$ cat src/rtl/wimax_block_interleaver.sv
// Ping-pong WiMAX block interleaver: bits are written at their permuted address, then read out in order.
// Optional INTLV_BYPASS_EN adds a bypass port that selects natural write order per block.
module wimax_block_interleaver #(
  parameter int NSC  = 96,
  parameter int D    = 16,
  parameter int IDXW = $clog2(NSC*6)
) (
  input  logic            clk,
  input  logic            resetN,
  input  logic [1:0]      mode,
  input  logic            valid_in,
  input  logic            data_in,
  output logic            ready_out,
  output logic            valid_out,
  output logic            data_out,
  output logic [IDXW-1:0] out_index,
  output logic            out_last,
  input  logic            ready_in
`ifdef INTLV_BYPASS_EN
  ,
  input  logic            bypass
`endif
);

  localparam int DEPTH = NSC*6;
  localparam int XW    = IDXW + 4;

  typedef enum logic [1:0] {
    BANK_EMPTY,
    BANK_FILLING,
    BANK_FULL,
    BANK_DRAINING
  } bank_state_e;

  function automatic logic [XW-1:0] ncbps_of(input logic [1:0] md);
    case (md)
      2'd1:    ncbps_of = XW'(NSC*4);
      2'd2:    ncbps_of = XW'(NSC*6);
      default: ncbps_of = XW'(NSC*2);
    endcase
  endfunction

  function automatic logic [IDXW-1:0] perm_addr(input logic [IDXW-1:0] k,
                                                input logic [1:0]      md);
    logic [XW-1:0] ncbps, cols, kx, kmod, m, u, j;
    ncbps = ncbps_of(md);
    cols  = ncbps / XW'(D);
    kx    = XW'(k);
    kmod  = kx % XW'(D);
    m     = cols * kmod + kx / XW'(D);
    // floor(D*m/Ncbps) collapses to k mod D since k/D < Ncbps/D (D divides Ncbps)
    u     = m + ncbps - kmod;
    case (md)
      2'd1:    j = {m[XW-1:1], u[0]};
      2'd2:    j = (m / XW'(3)) * XW'(3) + (u % XW'(3));
      default: j = m;
    endcase
    perm_addr = IDXW'(j);
  endfunction

  bank_state_e      st_q    [2];
  logic [1:0]       bmode_q [2];
  logic [DEPTH-1:0] mem_q   [2];
  logic             wr_ptr_q, rd_ptr_q;
  logic [IDXW-1:0]  k_q, r_q;
  logic [1:0]       blk_mode_q;
`ifdef INTLV_BYPASS_EN
  logic             blk_byp_q;
  logic             wr_byp;
`endif

  logic [1:0]       mode_n, wr_mode;
  logic [XW-1:0]    wr_ncbps, rd_ncbps;
  logic [IDXW-1:0]  wr_addr;
  logic             accept, wr_last, xfer, rd_last;

  always_comb begin
    mode_n    = (mode == 2'd3) ? 2'd0 : mode;
    wr_mode   = (k_q == '0) ? mode_n : blk_mode_q;
    wr_ncbps  = ncbps_of(wr_mode);
    ready_out = (st_q[wr_ptr_q] == BANK_EMPTY) || (st_q[wr_ptr_q] == BANK_FILLING);
    accept    = valid_in && ready_out;
    wr_last   = (XW'(k_q) == wr_ncbps - XW'(1));
    wr_addr   = perm_addr(k_q, wr_mode);
`ifdef INTLV_BYPASS_EN
    wr_byp    = (k_q == '0) ? bypass : blk_byp_q;
    if (wr_byp) wr_addr = k_q;
`endif
    rd_ncbps  = ncbps_of(bmode_q[rd_ptr_q]);
    valid_out = (st_q[rd_ptr_q] == BANK_FULL) || (st_q[rd_ptr_q] == BANK_DRAINING);
    rd_last   = (XW'(r_q) == rd_ncbps - XW'(1));
    xfer      = valid_out && ready_in;
    data_out  = valid_out && mem_q[rd_ptr_q][r_q];
    out_index = r_q;
    out_last  = valid_out && rd_last;
  end

  // Bank/pointer control; write and read sides always touch different banks
  always_ff @(posedge clk or negedge resetN) begin
    if (!resetN) begin
      st_q[0]    <= BANK_EMPTY;
      st_q[1]    <= BANK_EMPTY;
      bmode_q[0] <= '0;
      bmode_q[1] <= '0;
      wr_ptr_q   <= 1'b0;
      rd_ptr_q   <= 1'b0;
      k_q        <= '0;
      r_q        <= '0;
      blk_mode_q <= '0;
`ifdef INTLV_BYPASS_EN
      blk_byp_q  <= 1'b0;
`endif
    end else begin
      if (accept) begin
        if (k_q == '0) begin
          blk_mode_q        <= mode_n;
          bmode_q[wr_ptr_q] <= mode_n;
`ifdef INTLV_BYPASS_EN
          blk_byp_q         <= bypass;
`endif
        end
        if (wr_last) begin
          st_q[wr_ptr_q] <= BANK_FULL;
          k_q            <= '0;
          wr_ptr_q       <= ~wr_ptr_q;
        end else begin
          st_q[wr_ptr_q] <= BANK_FILLING;
          k_q            <= k_q + IDXW'(1);
        end
      end
      if (xfer) begin
        if (rd_last) begin
          st_q[rd_ptr_q] <= BANK_EMPTY;
          r_q            <= '0;
          rd_ptr_q       <= ~rd_ptr_q;
        end else begin
          st_q[rd_ptr_q] <= BANK_DRAINING;
          r_q            <= r_q + IDXW'(1);
        end
      end
    end
  end

  // Bit storage carries no reset: every address of a block is rewritten before it is read
  always_ff @(posedge clk) begin
    if (accept) mem_q[wr_ptr_q][wr_addr] <= data_in;
  end

endmodule
$ cat config.mk
export PLATFORM = sky130hd
export DESIGN_NAME = wimax_block_interleaver
export DESIGN_NICKNAME = d
export VERILOG_FILES = /design/src/rtl/wimax_block_interleaver.sv
export SDC_FILE = /design/constraint.sdc
export NUM_CORES = 2
export LEC_CHECK = 0
export CELL_PAD_IN_SITES_DETAIL_PLACEMENT = 1
export CELL_PAD_IN_SITES_GLOBAL_PLACEMENT = 2
export CORE_ASPECT_RATIO = 2
export CORE_MARGIN = 3
export CORE_UTILIZATION = 52
export CTS_BUF_LIST = sky130_fd_sc_hd__clkbuf_4 sky130_fd_sc_hd__clkbuf_8
export DETAILED_ROUTE_END_ITERATION = 10
export HOLD_SLACK_MARGIN = 0.05
export PLACE_DENSITY_LB_ADDON = 0.1
export SETUP_SLACK_MARGIN = 0.5
export SLEW_MARGIN = 20
export SYNTH_ARGS = -nofsm -noshare
export SYNTH_HDL_FRONTEND = slang
export SYNTH_SLANG_ARGS = --single-unit
$ cat constraint.sdc
create_clock -name clk -period 31.3 [get_ports clk]
set_clock_uncertainty 0.15 [all_clocks]
set_input_delay 6.26 -clock clk [delete_from_list [all_inputs] [get_ports clk]]
set_output_delay 6.26 -clock clk [all_outputs]
set_load 0.1 [all_outputs]
==> metrics.yaml <==
floorplanning:
  fp.dieH_um: 488
  floorplan.die_area_sq_um: 120000
  io_pins: 21
  die_width_um: 247
  start_util: 0.524
  core_area_sq_um: 115000
  floorplan.rows: 176
critical_path:
  endpoint_of_the_worst_setup_timing_path: "mem_q[0][333]$_DFFE_PP_"
  worst_path_maximum_fanout: 150
  r2r_start: "k_q[0]$_DFFE_PN0P_"
  startpoint_type: "input port"
  rr_endpoint: "mem_q[0][333]$_DFFE_PP_"
  worst_r2r_path_depth: 62
  reg2reg_slack_ns: 12.00
  timing.critical_path.to_type: "flop"
  critical_path.max_stage_delay_ns: 0.83
  worst_setup_path_startpoint: "mode[0]"
  critical-path-top-cell-by-count: "sky130_fd_sc_hd__ha_1"
  slowest_stage: "sky130_fd_sc_hd__buf_4"
  critPathArrivalTime_ns: 24.62
  timing_worst_setup_path_type: "in2reg"
  required_ns: 31.71
detailed_routing:
  vias_after_detailed_routing: 40600
  detail_route.iter0.violations: 3310
  detail_route.first_pass.iterations: 5
  avgRoutedWirePerCell_um: 30.2
  route.detailed.drc: 0
  finalWirelength_um: 180000
  ant_nets: 0
  avgViaCountPerCell: 6.82
synth:
  netlist-cell-type-count: 74
  synth_largest_area_cell: "sky130_fd_sc_hd__edfxtp_1"
  netlist_area_sq_um: 60400
  synthMuxAreaShare: 0.148
  combinational_family_with_the_most_area_after_synthesis: "simple AND/OR/NAND/NOR gates"
  synth-seq-cells: 1182
  synth_largest_type_area_fraction: 0.573
  synth_xor_area_frac: 0.00816
  post_synth_fa_ha_maj_area_fraction: 0.0185
  share_of_the_synthesized_area_in_compound_gates_ao_oa_aoi_oai: 0.0399
  synthesis.instances: 4564
  proportion_of_register_bits_with_asynchronous_set_or_reset_after_synthesis: 0.0254
  synth_edf_count: 1152
  synth.cells.most_frequent: "sky130_fd_sc_hd__edfxtp_1 (1152), sky130_fd_sc_hd__nor3_1 (545), sky130_fd_sc_hd__nor4_1 (535), sky130_fd_sc_hd__mux4_2 (383), sky130_fd_sc_hd__clkbuf_1 (375)"
  synth_simple_gate_area_frac: 0.160
  synthesis.nets: 4650
  yosys-top-cells-area: "sky130_fd_sc_hd__edfxtp_1 (57%), sky130_fd_sc_hd__mux4_2 (14%), sky130_fd_sc_hd__nor4_1 (5.5%), sky130_fd_sc_hd__nor3_1 (4.5%), sky130_fd_sc_hd__clkbuf_1 (2.3%)"
  yosysWarningCount: 0
  sequential_element_share_of_the_synthesized_area: 0.585
  syn-mean-instance-area_sq_um: 13.2
  synth_most_common_cell: "sky130_fd_sc_hd__edfxtp_1"
  synth_top_flop_cell: "sky130_fd_sc_hd__edfxtp_1"
sta:
  whs_ns: 0.364
  min_period_over_period: 0.773
  max-slew-margin-rel: 0.209
  grt_setup_unrepaired: "false"
  fmaxAchievable_mhz: 41.3
  post-route-worst-setup-slack_ns: 7.09
  final_report_max_slew_violation_count: 0
  hold_viol_final: 0
  finalCriticalPeriod_ns: 24.21
  final-setup-viol-count: 0
  fin_tns_setup_ns: 0
  worst_pin_slew_ns: 1.19
placement:
  dp_slack_ns: 6.33
  number_of_i_o_port_buffers: 20
  globalplace.congestion: 0.854
  dp_hpwl_um: 113000
cells_and_area:
  layout-area-overhead-vs-synth_pct: 6.86
  finalNetCount: 4396
  post_route_cells_drive_above_1_share: 0.180
  postLayoutCoreUtil: 0.560
clock_network:
  clock_tree.buffer_depth: 3
  ctsRootBufferMaster: "sky130_fd_sc_hd__clkbuf_8"
  maximum_level_of_the_cts_h_tree: 4
  cts.repair_timing.setup_buffer_count: 0
  worst_setup_hold_path_clk_slew_ns: 0.06
  cts_hold_repair.buffers: 0
  post_cts_resized: 0
  cts_sinks: 1182
  inserted_clock_buffers: 170
  clk-insertion-delay-late_ns: 0.86
  cts_tree: "done"
min_path:
  hold_path.class: "reg2reg"
grt:
  grt_antenna_before_repair: 6
  number_of_global_route_vias_before_repair: 43800
  grt_max_degree: 247
  grt_residual_overflow: 0
  wire_length_of_the_first_global_routing_pass_um: 273000
  track_usage: 0.302
run_status:
  status: "finished, final reports clean"
flow_run:
  cap_violations: 0
layout make-up:
cell class	count	area (sq um)
clock buffer	238	2900
sequential	1182	35400
tap	1513	1890
timing repair buffer	105	893
multi-input combinational	2780	22800
clock inverter	70	404
antenna	2	5.00
fill	11100	50700
inverter	71	267
worst min-delay path by stage:
| stage | start | endpoint | slack (ns) | depth (start not counted) |
|---|---|---|---|---|
| 5_1_grt | blk_mode_q[1]$_DFFE_PN0P_ | blk_mode_q[1]$_DFFE_PN0P_ | 0.37 | 1 |
| 3_3_place_gp | bmode_q[1]$_DFFE_PN0P_ | bmode_q[1]$_DFFE_PN0P_ | 0.34 | 1 |
| 6_report | blk_mode_q[1]$_DFFE_PN0P_ | blk_mode_q[1]$_DFFE_PN0P_ | 0.36 | 1 |
| 4_1_cts | blk_mode_q[1]$_DFFE_PN0P_ | blk_mode_q[1]$_DFFE_PN0P_ | 0.36 | 1 |
| 2_1_floorplan | blk_mode_q[1]$_DFFE_PN0P_ | blk_mode_q[1]$_DFFE_PN0P_ | 0.32 | 1 |
| 3_5_place_dp | blk_mode_q[1]$_DFFE_PN0P_ | blk_mode_q[1]$_DFFE_PN0P_ | 0.34 | 1 |
logic make-up (layout without fill, tap and decap cells):
family	after synthesis	after routing
AND/OR/NAND/NOR	1902	1902
flip-flops	1182	1182
buffers and inverters	602	484
multiplexers	412	412
AO/OA/AOI/OAI	334	334
adder cells (fa/ha/maj)	79	79
XOR/XNOR	53	53
other	0	2
through the flow:
| stage | cell area [sq um] | cells |
|---|---|---|
| finish | 64500 | 5961 |
| global route | 64500 | 5960 |
| detailed placement | 61200 | 5651 |
| floorplan | 60400 | 4564 |
| CTS | 64500 | 5959 |
| global placement | 61200 | 5651 |
critical path, delay by kind of cell:
kind	cells	cell delay, ns
buffers and inverters	9	3.65
multiplexers	5	1.89
AO/OA/AOI/OAI	15	3.36
AND/OR/NAND/NOR	16	3.77
XOR/XNOR	4	0.87
adder cells (fa/ha/maj)	12	4.53
sequential cells by signal, indices dropped and copies added (netlist names):
signal / cells
blk_mode_q: 2
bmode_q: 4
k_q: 10
mem_q: 1152
out_index: 10
rd_ptr_q: 1
st_q: 2
wr_ptr_q: 1
placed cells by master (no fill, tap or decap), drive strengths merged, types with 19 or more instances in the layout:
cell type,netlist,routed
nor3,545,545
edfxtp,1152,1152
a2111oi,96,96
o21ai,46,46
nor4,536,536
clkinv,3,62
nand2,352,352
clkdlybuf4s50,0,19
clkbuf,375,238
nor2,171,171
mux4,383,383
nand3,229,229
xnor2,31,31
xor2,21,21
a21oi,80,80
inv,68,76
ha,62,62
dfrtp,30,30
buf,156,86
metal layers:
layer	vias to the layer above	global-route usage	wire length, um
li1	17800	-	-
met1	21300	0.341	63300
met2	1138	0.551	98500
met3	383	0.0400	7760
met4	6	0.158	10300
met5	-	0	44
Power is not shown: default switching activity piles up to over one toggle a cycle in this logic, so the estimate is an artifact.
